--- src/rtl/noc_traffic_gen.sv ---
// noc_traffic_gen
// ---------------------------------------------------------------------------
// Packet injector for one mesh-NoC node. It drives a router's local write
// port, honours the router FIFO's full/almost_full backpressure, and offers
// four destination modes, run/stop control and stall statistics.
//
// Ports
//   clk          : single clock, rising edge
//   reset        : asynchronous, active-high
//   start        : one-cycle pulse, begins a run (ignored while running)
//   enable       : injection slot grant
//   full         : router FIFO full
//   almost_full  : router FIFO has one slot left
//   mode         : 0 fixed, 1 round-robin, 2 random (LFSR), 3 broadcast
//   fixed_dest   : destination for mode 0
//   num_packets  : flit budget, 0 = unlimited
//   dataOut      : flit {seq, src, dest, 1'b1}
//   write        : flit valid
//   done         : budget exhausted
//   sent_count   : flits issued in this run
//   stall_count  : cycles blocked by backpressure (saturating)
// ---------------------------------------------------------------------------
module noc_traffic_gen #(
    parameter int          ID        = 0,
    parameter int          DATA_W    = 16,
    parameter int          ID_W      = 2,
    parameter int          NUM_NODES = 4,
    parameter int          CNT_W     = 16,
    parameter logic [15:0] LFSR_SEED = 16'hACE1
) (
    input  logic              clk,
    input  logic              reset,
    input  logic              start,
    input  logic              enable,
    input  logic              full,
    input  logic              almost_full,
    input  logic [1:0]        mode,
    input  logic [ID_W-1:0]   fixed_dest,
    input  logic [CNT_W-1:0]  num_packets,
    output logic [DATA_W-1:0] dataOut,
    output logic              write,
    output logic              done,
    output logic [CNT_W-1:0]  sent_count,
    output logic [CNT_W-1:0]  stall_count
);

    localparam int SEQ_W = DATA_W - 2*ID_W - 1;

    // Node-index arithmetic is done one bit wider so NUM_NODES = 2^ID_W fits.
    localparam logic [ID_W:0]   NODES      = (ID_W+1)'(NUM_NODES);
    localparam logic [ID_W:0]   ONE_X      = (ID_W+1)'(1);
    localparam logic [ID_W-1:0] SELF       = ID_W'(ID);
    localparam logic [ID_W-1:0] RR_INIT    = ID_W'((ID + 1) % NUM_NODES);
    // Lowest and highest node other than ourselves: broadcast group bounds.
    localparam logic [ID_W-1:0] FIRST_PEER = (ID == 0) ? ID_W'(1) : ID_W'(0);
    localparam logic [ID_W-1:0] LAST_PEER  = (ID == NUM_NODES-1) ? ID_W'(NUM_NODES-2)
                                                                 : ID_W'(NUM_NODES-1);

    typedef enum logic [1:0] {IDLE, RUN, DONE} state_t;

    state_t             state_reg;
    logic [1:0]         mode_reg;
    logic [ID_W-1:0]    fixed_dest_reg;
    logic [CNT_W-1:0]   budget_reg;
    logic [SEQ_W-1:0]   seq_reg;
    logic [ID_W-1:0]    rr_ptr_reg;
    logic [ID_W-1:0]    bc_ptr_reg;
    logic [15:0]        lfsr_reg;

    logic               blocked;
    logic               issue;
    logic [ID_W-1:0]    dest_sel;
    logic [15:0]        lfsr_next;
    logic [CNT_W-1:0]   sent_next;

    // Next node modulo NUM_NODES.
    function automatic logic [ID_W-1:0] succ(input logic [ID_W-1:0] n);
        logic [ID_W:0] t;
        t = {1'b0, n} + ONE_X;
        if (t >= NODES)
            t = '0;
        return t[ID_W-1:0];
    endfunction

    // Next node modulo NUM_NODES, never landing on ourselves.
    function automatic logic [ID_W-1:0] peer_succ(input logic [ID_W-1:0] n);
        logic [ID_W-1:0] s;
        s = succ(n);
        if (s == SELF)
            s = succ(s);
        return s;
    endfunction

    // Fold the LFSR low bits into range (one subtraction suffices because
    // NUM_NODES > 2^(ID_W-1)), then steer self-addressing to the next node.
    function automatic logic [ID_W-1:0] rand_dest(input logic [ID_W-1:0] v);
        logic [ID_W:0]   ext;
        logic [ID_W-1:0] d;
        ext = {1'b0, v};
        if (ext >= NODES)
            ext = ext - NODES;
        d = ext[ID_W-1:0];
        if (d == SELF)
            d = RR_INIT;
        return d;
    endfunction

    always_comb begin
        // The FIFO flags lag by one cycle, so a flit already on the wire
        // must be counted against the last free slot.
        blocked   = (write & almost_full) | (~write & full);
        issue     = (state_reg == RUN) & enable & ~blocked;
        lfsr_next = {lfsr_reg[14:0], lfsr_reg[15] ^ lfsr_reg[13] ^ lfsr_reg[12] ^ lfsr_reg[10]};
        sent_next = sent_count + CNT_W'(1);
        dest_sel  = fixed_dest_reg;
        case (mode_reg)
            2'd1:    dest_sel = rr_ptr_reg;
            2'd2:    dest_sel = rand_dest(lfsr_reg[ID_W-1:0]);
            2'd3:    dest_sel = bc_ptr_reg;
            default: dest_sel = fixed_dest_reg;
        endcase
    end

    always_ff @(posedge clk or posedge reset) begin
        if (reset) begin
            state_reg      <= IDLE;
            mode_reg       <= '0;
            fixed_dest_reg <= '0;
            budget_reg     <= '0;
            seq_reg        <= '0;
            rr_ptr_reg     <= RR_INIT;
            bc_ptr_reg     <= FIRST_PEER;
            lfsr_reg       <= LFSR_SEED;
            dataOut        <= '0;
            write          <= 1'b0;
            done           <= 1'b0;
            sent_count     <= '0;
            stall_count    <= '0;
        end else begin
            write <= 1'b0;
            case (state_reg)
                IDLE, DONE: begin
                    if (start) begin
                        state_reg      <= RUN;
                        mode_reg       <= mode;
                        fixed_dest_reg <= fixed_dest;
                        budget_reg     <= num_packets;
                        seq_reg        <= '0;
                        sent_count     <= '0;
                        stall_count    <= '0;
                        done           <= 1'b0;
                        rr_ptr_reg     <= RR_INIT;
                        bc_ptr_reg     <= FIRST_PEER;
                    end
                end
                RUN: begin
                    if (enable && blocked && (stall_count != '1))
                        stall_count <= stall_count + CNT_W'(1);
                    if (issue) begin
                        dataOut    <= {seq_reg, SELF, dest_sel, 1'b1};
                        write      <= 1'b1;
                        sent_count <= sent_next;
                        case (mode_reg)
                            2'd1: begin
                                rr_ptr_reg <= peer_succ(rr_ptr_reg);
                                seq_reg    <= seq_reg + SEQ_W'(1);
                            end
                            2'd2: begin
                                lfsr_reg <= lfsr_next;
                                seq_reg  <= seq_reg + SEQ_W'(1);
                            end
                            2'd3: begin
                                // A broadcast group shares one seq number.
                                if (bc_ptr_reg == LAST_PEER) begin
                                    bc_ptr_reg <= FIRST_PEER;
                                    seq_reg    <= seq_reg + SEQ_W'(1);
                                end else begin
                                    bc_ptr_reg <= peer_succ(bc_ptr_reg);
                                end
                            end
                            default: seq_reg <= seq_reg + SEQ_W'(1);
                        endcase
                        if ((budget_reg != '0) && (sent_next == budget_reg)) begin
                            state_reg <= DONE;
                            done      <= 1'b1;
                        end
                    end
                end
                default: state_reg <= IDLE;
            endcase
        end
    end

endmodule

--- config.mk ---
export PLATFORM = sky130hd
export DESIGN_NAME = noc_traffic_gen
export DESIGN_NICKNAME = d
export VERILOG_FILES = /design/src/rtl/noc_traffic_gen.sv
export SDC_FILE = /design/constraint.sdc
export NUM_CORES = 1
export LEC_CHECK = 0
export CAP_MARGIN = 40
export CORE_ASPECT_RATIO = 1.25
export CORE_UTILIZATION = 54
export CTS_BUF_LIST = sky130_fd_sc_hd__clkbuf_16
export DETAILED_ROUTE_END_ITERATION = 10
export HOLD_SLACK_MARGIN = 0.05
export MAX_ROUTING_LAYER = met4
export PLACE_DENSITY = 0.83
export SLEW_MARGIN = 20
export SYNTH_ARGS = -nofsm -noshare
export SYNTH_HDL_FRONTEND = slang
export SYNTH_SLANG_ARGS = --single-unit
--- constraint.sdc ---
create_clock -name clk -period 3.7 [get_ports clk]
set_input_delay 0.74 -clock clk [delete_from_list [all_inputs] [get_ports clk]]
set_output_delay 0.74 -clock clk [all_outputs]
set_load 0.02 [all_outputs]
======== Word-level counts from Yosys, hierarchy flattened ========
Cells that the tools add are included.
W data, S select, Z words.
word-level totals
  register bits ........................... 101
  input bits .............................. 26
  output and inout bits ................... 50
operators by class
  magnitude comparators ................... 4
  reductions and logical operators ........ 20
  add/subtract/negate cells ............... 7
  eq/ne operators ......................... 15
  mux-type cells .......................... 42
  bitwise gates (word level) .............. 10
operator list
  operator                 count
  $pmux W16 S2             2
  $mux W16                 3
  $mux W11                 4
  $mux W2                  22
  $add A16 B1 Y16 const B  2
  $pmux W11 S2             1
  $eq A16 B16 Y1           1
  $ne A16 B16 Y1 const B   1
  $reduce_and A4 Y1        4
  $reduce_bool A16 Y1      1
  $add A2 B1 Y3 const B    4
  $ge A3 B3 Y1 const B     4
  $pmux W2 S2              3
  $reduce_and A3 Y1        4
  $add A11 B1 Y11 const B  1
  $eq A2 B2 Y1 const B     4
  $logic_not A2 Y1         4
  $ne A2 B1 Y1 const B     4
  $pmux W2 S3              1
  $mux W1                  5
  $and A1 B1 Y1            4
  $eq A2 B1 Y1 const B     2
  $ne A2 B2 Y1 const B     2
  $reduce_and A2 Y1        2
  8 further kinds          13

======== Longest topological paths before layout ========
Gate-level depths: netlist (run 1).
  depth after elaboration ................. 15
  mapped depth ............................ 8
  mapped depth without buffers ............ 7

======== Least setup slack after synthesis (run 1) ========
Ideal clock, no wire load.
  path type ............................... register to register
  start point ............................. register sent_count[0]
  end point ............................... register state_reg[0]
  required time ........................... 3.574 ns
  arrival ................................. 2.071 ns
  stages on the path, launching flop included .. 9
  setup slack ............................. 1.503 ns
  clock period less this slack ............ 2.197 ns
  buffers on the path ..................... 1
  library setup time ...................... 0.126 ns
  path through ............................ dfrtp_1 -> ha_1 -> and3_1 -> clkbuf_1 -> nand4_1 -> xnor2_1 -> nor4_1 -> nand4_2 -> nor2b_4
on the way
  cells in the longest elaborated chain, start to end .. 5
RTL lines
  element                      RTL line  source
  start: declaration           43        output logic [CNT_W-1:0] sent_count,
  start signal: assignment     162       sent_count <= sent_next;
  $add A16 B1 Y16              114       sent_next = sent_count + CNT_W'(1);
  $eq A16 B16 Y1               183       if ((budget_reg != '0) && (sent_next == budget_reg)) begin
  $logic_and A1 B1 Y1          183
  $ne A2 B1 Y1 (no line)       -
  $reduce_and A3 Y1 (no line)  -
  end signal: assignment       144       state_reg <= RUN;
  end signal: assignment       184       state_reg <= DONE;
  end signal: assignment       189       default: state_reg <= IDLE;
  end: declaration             61        state_t state_reg;
Every way passes these cells.
A chain may end at the register's enable or synchronous reset.

======== Final worst setup path (run 1) ========
  start point ............................. input port almost_full
  end point ............................... register lfsr_reg[2]
on the way
  cells in the longest elaborated chain, start to end .. 5
RTL lines
  element                      RTL line  source
  start: declaration           36        input logic almost_full,
  $and A1 B1 Y1                111       blocked = (write & almost_full) | (~write & full);
  $or A1 B1 Y1                 111
  $not A1 Y1                   112       issue = (state_reg == RUN) & enable & ~blocked;
  $and A1 B1 Y1                112
  $reduce_and A3 Y1 (no line)  -
  end signal: assignment       169       lfsr_reg <= lfsr_next;
  end: declaration             68        logic [15:0] lfsr_reg;
Every way passes these cells.

==> results of run 1 <==
## critical path, cell delays in order
cell and delay (ns):
sky130_fd_sc_hd__clkdlybuf4s50_1 0.41, sky130_fd_sc_hd__mux2i_1 0.32, sky130_fd_sc_hd__nand2_1 0.13, sky130_fd_sc_hd__inv_1 0.09, sky130_fd_sc_hd__buf_4 0.20, sky130_fd_sc_hd__nand3b_1 0.53, sky130_fd_sc_hd__mux2_2 0.48
## cells by family (layout without fill, tap and decap cells)
group | Yosys count | after routing
AO/OA/AOI/OAI | 63 | 63
XOR/XNOR | 46 | 46
adder cells (fa/ha/maj) | 6 | 6
buffers and inverters | 32 | 104
flip-flops | 101 | 101
multiplexers | 19 | 19
other | 1 | 2
AND/OR/NAND/NOR | 258 | 258
## cell usage in the layout (no fill, tap or decap), types with 14 or more instances in the layout
| master | synthesis | final |
|---|---|---|
| sky130_fd_sc_hd__nand2_1 | 131 | 131 |
| sky130_fd_sc_hd__dfrtp_1 | 91 | 91 |
| sky130_fd_sc_hd__clkdlybuf4s50_1 | 0 | 73 |
| sky130_fd_sc_hd__nor2_1 | 44 | 44 |
| sky130_fd_sc_hd__o21ai_0 | 26 | 26 |
| sky130_fd_sc_hd__xnor2_1 | 25 | 25 |
| sky130_fd_sc_hd__xor2_1 | 21 | 21 |
| sky130_fd_sc_hd__nand3_1 | 17 | 17 |
| sky130_fd_sc_hd__mux2_2 | 16 | 16 |
| sky130_fd_sc_hd__a21oi_1 | 15 | 15 |
| sky130_fd_sc_hd__nand4_1 | 14 | 14 |
## worst min-delay path by stage
| stage | from | endpoint | slack (ns) |
|---|---|---|---|
| after floorplan | fixed_dest_reg[0] | fixed_dest_reg[0] | 0.44 |
| after global placement | dataOut[0] | dataOut[0] | 0.45 |
| after detailed placement | dataOut[0] | dataOut[0] | 0.45 |
| after CTS | dataOut[0] | dataOut[0] | 0.47 |
| after global routing | dataOut[12] | dataOut[12] | 0.51 |
| final | dataOut[0] | dataOut[0] | 0.46 |
## power breakdown
group,switching [uW],internal [uW]
Clock,395,581
Sequential,226,1300
Combinational,464,406
## routing by layer
layer,GRT usage [%],part of all wire [%],vias to the layer above,wire length (um)
met1,32.1,41,2036,4800
met2,44.7,52,123,6100
met5,-,0,-,0
met4,13.1,2.9,0,341
li1,-,-,1924,-
met3,2.85,4.1,28,475
## metrics by stage
stage / setup WS (ns) / total power [uW] / instance area, um^2
after CTS: 0.995 / 3380 / 6170
after floorplan: 0.329 / 2060 / 5020
after global placement: 0.728 / 2350 / 5860
final: 1.03 / 3370 / 6170
after detailed placement: 0.662 / 2390 / 5860
after global routing: 0.807 / 3540 / 6170
## final cells by class
cell class,instances,share of cell area (%)
sequential,101,41.1
clock buffer,9,3.65
multi-input combinational,394,38.0
inverter,7,0.466
clock inverter,7,1.28
tap,123,2.49
timing repair buffer,81,13.0
==> results summary, run 1 <==
The count of unresolved DRC violations after routing is 0. The register area is 2540 um^2. The per-cell routed wire length came out at 16.2 um. 0 antenna diodes ended up in the layout. The total negative slack for setup checks is 0 ns. The first-pass GRT wire length came out at 19100 um. The largest vdd supply drop is 0.000320 V. Measured in cells, the most critical reg-to-reg path has a length of 6. The detailed-route vias per instance came out at 5.69. The die area came out at 9690 um^2. The horizontal extent of the die came out at 88.2 um.

The CTS H-tree depth is 3. The pin count of the biggest net entering global routing came out at 54. In this run the critical register-to-register path is captured at state_reg[0].

Global routing used 26.7% of the available tracks across all layers. The CTS clock-pin slew for the worst setup and hold paths came out at 0.07 ns. The post-route core utilization is 68.0%.

TritonCTS built the clock tree. After Yosys synthesis, and, or, nand and nor cells account for 24.2% of the synthesized area. The flow ran to the end, and the final reports show no timing, DRC or antenna violations. The max-cap violation count is 0. The post-synthesis sequential element count is 101. The clock root buffer is sky130_fd_sc_hd__clkbuf_16. The mean area per synthesized cell came out at 9.55 um^2.

The kind of capture point of the worst setup path is a flop. Setup repair after global routing left no endpoint under its margin. For this design the ratio of total power to cell area is 546 nW/um^2. The timing-limited maximum frequency is 0.374 GHz. The largest fanout of any net on the critical path is 17.

The count of cell types in the netlist is 55. Once detailed placement completed, the half-perimeter wirelength came to 7920 um. The clock latency of the later-clocked register in the worst-skew pair came out at 0.35 ns.

The number of setup buffers added after CTS came out at 0. The proportion of synthesized area in mux cells came out at 4.68%. The number of antenna violations at the first check in global routing came out at 0. From synthesis to final layout, the design area changed by 23.0%.

The number of iterations in the first detailed-routing pass came out at 4. The area of the core came out at 9080 um^2. The worst-case headroom to the max-slew limit is 50.6%.

After Yosys synthesis, XOR and XNOR cells account for 8.02% of the synthesized area. The start of the worst register-to-register path is sent_count[7]. The buffer depth of the longest clock path came out at 2. After Yosys synthesis, full adders, half adders and majority gates account for 1.50% of the synthesized area. The cell area after synthesis came out at 5020 um^2.

The aggregate global routing overflow is 0. In the final design database the tool counted 626 nets. The cell count of the worst hold path came out at 1. The number of gates resized after cts came out at 0. In this run the worst setup path begins at almost_full.

The biggest area contributor in the post-synthesis netlist is sky130_fd_sc_hd__dfrtp_1. The final count of pins violating max slew came out at 0. The quantity of I/O buffers inserted on ports came out at 73. The final number of hold-violating endpoints came out at 0.

For this run, asynchronously set or reset flops after synthesis account for 100%. In the post-synthesis netlist, the biggest area contributors are sky130_fd_sc_hd__dfrtp_1 45%, sky130_fd_sc_hd__nand2_1 9.8%, sky130_fd_sc_hd__dfstp_2 5.2%. For this run, the number of Yosys warnings is 0. The required arrival time at the worst endpoint came out at 3.93 ns. The main combinational cell family by area after synthesis is simple AND/OR/NAND/NOR gates. The leakage dissipation came out at 0.00279 uW. The final wirelength came out at 11700 um.

The final setup skew is 0.00898 ns. The number of flops mapped to enable cells by yosys is 0. The count of fill cells added during filler insertion came out at 726. The type of the worst min-delay path is flop to flop. The number of sinks handled by clock tree synthesis came out at 101. By startpoint and endpoint, the worst setup path is classified as primary input to flop. The final critical-path share of the clock period is 72.2%. In this run the register-to-register setup slack is 1.32 ns.

The sequential area share after synthesis is 50.6%. The number of standard cells in the final layout excluding fillers is 722. The total setup violations reported at the end of the flow came out at 0.

The die is 110 um tall. The total number of placement rows is 39. In this run, CTS created clock tree buffers numbering 9.

The number of buffers inserted by hold repair at cts came out at 0. The residual antenna-violating net count after detailed routing is 0. The number of design-rule violations left by the first detailed-router iteration is 229. The fraction of final layout cells sized beyond drive strength 1 came out at 9.52%. The synthesized design devotes to its leading area cell type 45.4% of total area. Synthesis handed over a netlist of 526 instances. STA classifies the critical path startpoint as a primary input. The most common cell in the synthesized netlist is sky130_fd_sc_hd__nand2_1.

Across all layers, the routed design uses 4111 vias. The compound-gate portion of the synthesized area came out at 7.95%. The final hold slack is 0.464 ns. The number of global-route vias before repair is 4043.

The smallest clock period supported by the final layout is computed as 2.67 ns. In the synthesized netlist, the cells that appear most often are 131 x sky130_fd_sc_hd__nand2_1, 91 x sky130_fd_sc_hd__dfrtp_1, 44 x sky130_fd_sc_hd__nor2_1, 26 x sky130_fd_sc_hd__o21ai_0, 25 x sky130_fd_sc_hd__xnor2_1. The final RePlAce weighted congestion came out at 0.948. For this design the top-level I/O count stands at 76.

The area occupied by multi-input gates came out at 2340 um^2. Among all flip-flop cells after synthesis, the most frequent one is sky130_fd_sc_hd__dfrtp_1. The initial utilization of the core area, before any placement, comes to 55.3%. The actual transition at the worst max-transition pin is 0.739 ns. The worst path arrival time came out at 2.90 ns. Following the worst setup path forward leads to its endpoint at lfsr_reg[2]. The number of placed instances, taps included, is 705.
Power figures use the tool's default switching activity.
==> run 2: changes to the inputs <==
==> constraint.sdc (replaced) <==
create_clock -name clk -period 2.67 [get_ports clk]
set_input_delay 0.534 -clock clk [delete_from_list [all_inputs] [get_ports clk]]
set_output_delay 0.534 -clock clk [all_outputs]
set_load 0.02 [all_outputs]
==> results summary, run 2 (synthesis gave the netlist of run 1 again) <==
The final wirelength came to 11800 um (+1.1%). The type of origin of the critical path is a flop. The final count of pins violating max slew came out at 0 (unchanged). The post-route core utilization came out at 68.8% (+0.81 points). The met1 track demand over resource in global routing came out at 30.9% (-1.2 points). The part of the total power dissipated in combinational logic is 25.3% (-0.5 points). The routing usage on met3 came to 4.58% (+1.7 points). The number of gates resized after cts came to 0 (unchanged). The final number of hold-violating endpoints came out at 0 (unchanged).

The number of sinks handled by clock tree synthesis is 101 (unchanged). The per-cell routed wire length is 16.3 um (+0.43%). The quantity of I/O buffers inserted on ports came out at 73 (unchanged).

The number of design-rule violations left by the first detailed-router iteration is 191 (-17%). The horizontal extent of the die is 88.2 um (unchanged). The TritonCTS clock tree is done. The aggregate global-route resource usage is 26.8% (+0.035 points). The final setup skew came to 0.00754 ns (-0.00144 ns).

The max-cap violation count is 0 (unchanged). The worst setup path is captured at a flop. The fraction of final layout cells sized beyond drive strength 1 is 10.8% (+1.2 points). The total number of placement rows is 39 (unchanged). The die outline height came out at 110 um (unchanged). The leakage dissipation is 0.00280 uW (+0.65%).

The HPWL after detailed placement is 8210 um (+3.6%). The start of the worst register-to-register path is sent_count[0]. The global routing stage identified its most utilized layer as met2.

The path type of the worst setup path is flop to flop. The number of setup buffers added after CTS is 0 (unchanged). The worst path arrival time came to 2.62 ns (-0.28 ns). The run finished with clean final reports. The residual antenna-violating net count after detailed routing came to 0 (unchanged). The met2 capacity usage during global routing is 46.0% (+1.3 points). The internal portion of total power came out at 3290 uW (+44%).

The number of iterations in the first detailed-routing pass is 4 (unchanged). The final RePlAce weighted congestion is 0.874 (-7.8%). The type of the worst min-delay path is flop to flop.

The die area came to 9690 um^2 (unchanged). The minimum period implied by the final worst setup slack came out at 2.39 ns. The launch point of the critical path is sent_count[0]. The timing-limited maximum frequency is 0.419 GHz. The worst hold path begins at dataOut[0]. The number of global-route vias before repair is 4223 (+4.5%). The detailed-route vias per instance is 5.65 (-0.81%). The area of the core came out at 9080 um^2 (unchanged). The power per cell area came out at 770 nW/um^2 (+41%). The number of antenna violations at the first check in global routing is 0 (unchanged). The number of buffers inserted by hold repair at cts came out at 0 (unchanged).

The total setup violations reported at the end of the flow is 0 (unchanged). The actual transition at the worst max-transition pin came out at 0.541 ns (-0.198 ns). The CTS clock-pin slew for the worst setup and hold paths was 0.07 ns (about the same). Relative to the synthesized area, the layout overhead comes to 24.4%. The net switching fraction of the power is 31.7% (-0.50 points).

The pin count of the biggest net entering global routing is 102 (+89%). The clock latency of the later-clocked register in the worst-skew pair is 0.35 ns (about the same). The net switching power figure came to 1520 uW (+40%). The CTS H-tree depth was 3 (unchanged). The number of ports placed on the die boundary came out at 76 (unchanged). CTS placed an instance of sky130_fd_sc_hd__clkbuf_16 at the clock tree root. The via count of the routed design came out at 4106 (-0.12%). Setup repair after global routing left no endpoint under its margin.

The aggregate global routing overflow is 0 (unchanged). The clock network fraction of design power is 30.7% (+1.8 points). The final critical-path share of the clock period is 89.5%.

The largest fanout of any net on the critical path came out at 7 (-10). The worst-case headroom to the max-slew limit came out at 63.9% (+13 points). The buffer depth of the longest clock path came out at 2 (unchanged). The required arrival time at the worst endpoint came out at 2.90 ns (-1.03 ns). The starting density of the core is 55.3% (unchanged). The final-stage net count is 631 (+0.80%). The first-pass GRT wire length is 19300 um (+1.0%). Leaving out fill and tap cells, the most frequent cell in the layout is sky130_fd_sc_hd__nand2_1. The count of unresolved DRC violations after routing is 0 (unchanged). The top cell types in the final layout, fill and taps aside, are 131 x sky130_fd_sc_hd__nand2_1, 91 x sky130_fd_sc_hd__dfrtp_1, 73 x sky130_fd_sc_hd__clkdlybuf4s50_1, 44 x sky130_fd_sc_hd__nor2_1, 26 x sky130_fd_sc_hd__o21ai_0. The number of clock buffers inserted by TritonCTS is 9 (unchanged). The proportion of power drawn by flip-flops and latches came out at 44.0% (-1.3 points). The largest vdd supply drop came out at 0.000484 V (+51%). The total negative slack for setup checks came out at 0 ns (unchanged). The number of inserted diodes is 0 (unchanged).
-- run 2: worst max-delay path, stage by stage (launching register included) --
cell and delay (ns):
sky130_fd_sc_hd__dfrtp_1 0.47, sky130_fd_sc_hd__ha_1 0.33, sky130_fd_sc_hd__and3_1 0.33, sky130_fd_sc_hd__nand4_1 0.22, sky130_fd_sc_hd__xnor2_1 0.19, sky130_fd_sc_hd__nor4_1 0.40
sky130_fd_sc_hd__nand4_2 0.19, sky130_fd_sc_hd__nor2b_4 0.16
-- run 2: worst paths after layout --
check / to / slack, ns / cells after the start
min in group asynchronous: budget_reg[15] / 0.68 / 3
hold / removal: dataOut[0] / 0.47 / 1
max in group asynchronous: sent_count[13] / 1.57 / 3
setup / recovery: state_reg[0] / 0.28 / 7
setup reg to reg: state_reg[0] / 0.28 / 7
hold reg to reg: dataOut[0] / 0.47 / 1
-- run 2: routing by layer --
layer  vias up  wire length, um
met5         -                0
met4         0              225
met3        21              439
met2       107             6310
met1      2045             4880
li1       1933                -
-- run 2: cell type report --
| cell class | instances | area, um^2 |
|---|---|---|
| inverters | 7 | 30.0 |
| repair buffers | 86 | 841 |
| multi-input cells | 394 | 2340 |
| fillers | 710 | 2830 |
| well taps | 123 | 154 |
| clock buffers | 9 | 225 |
| clock inverters | 7 | 114 |
| flip-flops and latches | 101 | 2540 |
-- run 2: power groups by stage --
stage	registers (uW)	logic, uW	clock network (uW)
finish	2120	1220	1480
global route	2150	1340	1550
CTS	2110	1220	1490
detailed placement	2140	1210	0
global placement	2120	1160	0
floorplan	2160	688	0
-- run 2: per-stage QoR --
| stage | hold slack [ns] | area, um^2 | instances | setup WS (ns) | power, uW |
|---|---|---|---|---|---|
| after detailed placement | 0.462 | 5910 | 711 | 0.183 | 3340 |
| after global placement | 0.451 | 5910 | 711 | 0.245 | 3280 |
| after CTS | 0.479 | 6250 | 727 | 0.314 | 4830 |
| after global routing | 0.508 | 6250 | 727 | 0.173 | 5050 |
| after floorplan | 0.441 | 5030 | 527 | 0.473 | 2850 |
| final | 0.470 | 6250 | 727 | 0.281 | 4810 |
==> patch 1, RTL diff (config.mk and constraints of run 1) <==
Re-encode `state_t` (3 states) as one-hot, 3 bits wide.
--- a/src/rtl/noc_traffic_gen.sv
+++ b/src/rtl/noc_traffic_gen.sv
@@ -56,7 +56,7 @@
     localparam logic [ID_W-1:0] LAST_PEER  = (ID == NUM_NODES-1) ? ID_W'(NUM_NODES-2)
                                                                  : ID_W'(NUM_NODES-1);
 
-    typedef enum logic [1:0] {IDLE, RUN, DONE} state_t;
+    typedef enum logic [2:0] {IDLE = 3'b001, RUN = 3'b010, DONE = 3'b100} state_t;
 
     state_t             state_reg;
     logic [1:0]         mode_reg;
Behaviour: no difference found for any inputs over 4 cycles, from zero or initial values and one cycle with reset high; so few cycles prove little.
==> patch 1 against run 1 <==
- sequential cell count grew 1
- synthesized area rose by 3.0%
- worst setup slack better by 0.0048 ns
- wire length is 7.0% lower
- count of clock-buffer cells in the layout unchanged
- final area is 0.26% higher
- total power down 5.6%
- non-clock buffer count down 3
- largest cell class unchanged
- largest power group unchanged
==> patch 1: results (changes against run 1) <==
Yosys
  – Complex-gate fraction of the synthesized area: 9.678% (was 7.949%)
  – Synth unique cells: 64 (was 55)
  – Largest cells by area after synthesis: sky130_fd_sc_hd__dfrtp_1, sky130_fd_sc_hd__dfstp_2, sky130_fd_sc_hd__nand2_1, sky130_fd_sc_hd__mux2_2, sky130_fd_sc_hd__xnor2_1 (was sky130_fd_sc_hd__dfrtp_1, sky130_fd_sc_hd__nand2_1, sky130_fd_sc_hd__dfstp_2, sky130_fd_sc_hd__xnor2_1, sky130_fd_sc_hd__xor2_1)
  – Number of instances in the synthesized netlist: 507 (was 526)

Power
  – Leakage power figure: 2.685 nW (was 2.785 nW)
  – Net Switching: 1.020 mW (was 1.085 mW)
  – Combinational share of power: 27.6% (was 25.8%)
  – Reported clock group power: 0.810 mW (was 0.976 mW)

Finish
  – Fraction of area in registers: 41.45% (was 41.13%)
  – Post-synthesis to final-layout area growth: 19.72% (was 22.98%)
  – Layout cell share with drive strength beyond 1: 10.49% (was 9.516%)
  – Non-CTS buffers: 78 (was 81)
  – Layout multi-input combinational cell count: 369 (was 394)
  – Proportion of cell area spent on the clock network: 4.022% (was 4.924%)
  – Buffering overhead: 12.61% (was 13.01%)

Placed design
  – Worst slack after detailed placement: 0.6795 ns (was 0.6622 ns)
  – Half-perimeter wire length after placement: 7.605 mm (was 7.924 mm)
  – Placed Cells incl. Taps: 680 (was 705)

Route
  – Routed met1 length: 4.536 mm (was 4.797 mm)
  – Via density per instance: 5.714 (was 5.694)
  – Met2 wire length: 5.568 mm (was 6.102 mm)
  – Detailed-routing iteration count for the pre-antenna-repair pass: 5 (was 4)
  – Wirelength per Cell: 15.68 microns (was 16.23 microns)
  – Sum of met3 wire segment lengths after detailed routing: 581 microns (was 475 microns)
  – Total wirelength of the detailed-routed design: 10.90 mm (was 11.72 mm)
  – Initial drt markers: 249 (was 229)

STA
  – Worst clock skew: 0.004603 ns (was 0.008976 ns)
  – Max-Slew Margin vs Limit: 51.22% (was 50.61%)

GRT
  – Pin count of the biggest net entering global routing: 60 (was 54)
  – Met3 usage in global routing: 4.670% (was 2.853%)
  – Number of global-route vias before repair: 3,905 (was 4,043)

Clock network
  – Clock Sink Count: 102 (was 101)

Status
  – Run status: completed (unchanged)

Setup path
  – Critical Path Fanout Max: 24 (was 17)
  – Critical Path AT: 2.91 ns (was 2.90 ns)
[patch 1: changes by cell type in the layout (fill, tap and decap cells not counted), sizes merged, moves of 5 or more]
cell / before / now
a31oi: 1 / 6
nor2: 44 / 49
mux2: 16 / 35
nand2: 131 / 71
o21ai: 26 / 36
[patch 1: path summary, 6_finish.rpt]
path,startpoint,endpoint,slack [ns],cells past startpoint
setup / recovery,almost_full,sent_count[9]$_DFFE_PP0P_,1.03,8
hold / removal,dataOut[0]$_DFFE_PP0P_,dataOut[0]$_DFFE_PP0P_,0.47,1
setup reg to reg,sent_count[0]$_DFFE_PP0P_,state_reg[1]$_DFFE_PP0P_,1.09,8
hold reg to reg,dataOut[0]$_DFFE_PP0P_,dataOut[0]$_DFFE_PP0P_,0.47,1
max in group asynchronous,reset,rr_ptr_reg[0]$_DFFE_PP1P_,2.07,3
min in group asynchronous,reset,stall_count[6]$_DFFE_PP0P_,0.88,2
==> patch 2, RTL diff (flow settings as in run 1) <==
Without the edit above. Change the parameter `ID_W` from 2 to 4. Comments in the files are not updated.
--- a/src/rtl/noc_traffic_gen.sv
+++ b/src/rtl/noc_traffic_gen.sv
@@ -23,7 +23,7 @@
 module noc_traffic_gen #(
     parameter int          ID        = 0,
     parameter int          DATA_W    = 16,
-    parameter int          ID_W      = 2,
+    parameter int          ID_W      = 4,
     parameter int          NUM_NODES = 4,
     parameter int          CNT_W     = 16,
     parameter logic [15:0] LFSR_SEED = 16'hACE1
Ports: changed (resized fixed_dest); port bits go from 76 to 78. The function was not compared with the original's and may differ.
==> patch 2 against run 1 <==
- fmax is 3.4% higher
- core utilization is 0.24 points lower
- sequential cell count did not move
- wire length about the same
- die area up 2.5%
- worst setup slack improved by 0.087 ns
- total power grew 13%
- synthesized area grew 2.5%
- count of clock-buffer cells in the layout unchanged
- final area grew 1.3%
- highest routed layer unchanged
==> patch 2: results (changes against run 1) <==
Status
  – Run status: completed (unchanged)

GRT
  – Global-route wire length before repair: 19.56 mm (was 19.15 mm)
  – Met2 Use GR: 44.22% (was 44.73%)
  – GR met1 Demand/Resource: 30.98% (was 32.10%)
  – Overall track demand over capacity in global routing: 26.57% (was 26.72%)
  – Met3 usage in global routing: 5.585% (was 2.853%)

Finish
  – Seq cells: 101 (unchanged)
  – Fraction of area in registers: 40.62% (was 41.13%)
  – Buffering overhead: 12.45% (was 13.01%)
  – Number of nets at the end of the flow: 632 (was 626)
  – Area taken by multi-input logic gates: 2424 sq um (was 2345 sq um)
  – Layout cell share with drive strength beyond 1: 8.624% (was 9.516%)
  – Filler Cells Inserted: 706 (was 726)
  – Non-CTS buffers: 78 (was 81)
  – Layout multi-input combinational cell count: 402 (was 394)

Floorplan
  – Area of the die: 9931 sq um (was 9690 sq um)

Yosys
  – Complex-gate fraction of the synthesized area: 8.141% (was 7.949%)
  – Synth unique cells: 56 (was 55)
  – Sequential area share after synthesis: 49.33% (was 50.59%)
  – Average size of a mapped cell: 9.517 sq um (was 9.546 sq um)

Power
  – Worst supply voltage drop on vdd: 0.3958 mV (was 0.3199 mV)
  – Leakage power figure: 2.819 nW (was 2.785 nW)

Route
  – Sum of met3 wire segment lengths after detailed routing: 624 microns (was 475 microns)
  – Via density per instance: 5.708 (was 5.694)
  – Met2 wire length: 6.000 mm (was 6.102 mm)
  – Total wirelength of the detailed-routed design: 11.71 mm (was 11.72 mm)
  – Detailed-routing iteration count for the pre-antenna-repair pass: 5 (was 4)

Placed design
  – Placed Cells incl. Taps: 710 (was 705)
  – Worst slack after detailed placement: 0.7687 ns (was 0.6622 ns)
  – Half-perimeter wire length after placement: 8.094 mm (was 7.924 mm)
  – Placer Congestion: 0.8471 (was 0.9482)

Setup path
  – Worst Reg2Reg Path Length in Cells: 7 (was 6)
  – Critical path capture point: lfsr_reg[3]$_DFFE_PP0P_ (was lfsr_reg[2]$_DFFE_PP0P_)
  – Cell with the largest stage delay on the worst path: sky130_fd_sc_hd__mux2_1 (was sky130_fd_sc_hd__nand3b_1)
  – Delay of the slowest critical-path stage: 0.45 ns (was 0.53 ns)
## patch 2: cell count changes in the layout (fill, tap and decap cells not counted), moves of 5 or more
| cell | delta |
|---|---|
| sky130_fd_sc_hd__a21oi_1 | -7 |
| sky130_fd_sc_hd__inv_1 | -5 |
| sky130_fd_sc_hd__mux2_1 | +8 |
| sky130_fd_sc_hd__mux2_2 | -8 |
| sky130_fd_sc_hd__nand3_1 | -6 |
| sky130_fd_sc_hd__nor2_1 | -10 |
| sky130_fd_sc_hd__o21ai_0 | +11 |
| sky130_fd_sc_hd__xnor2_1 | -5 |
## patch 2: report_power, final
| group | switching [mW] | leakage, nW | internal [mW] |
|---|---|---|---|
| clock | 0.391 | 0.166 | 0.652 |
| combinational | 0.591 | 1.35 | 0.532 |
| sequential | 0.301 | 1.31 | 1.35 |
| total | 1.28 | 2.82 | 2.54 |
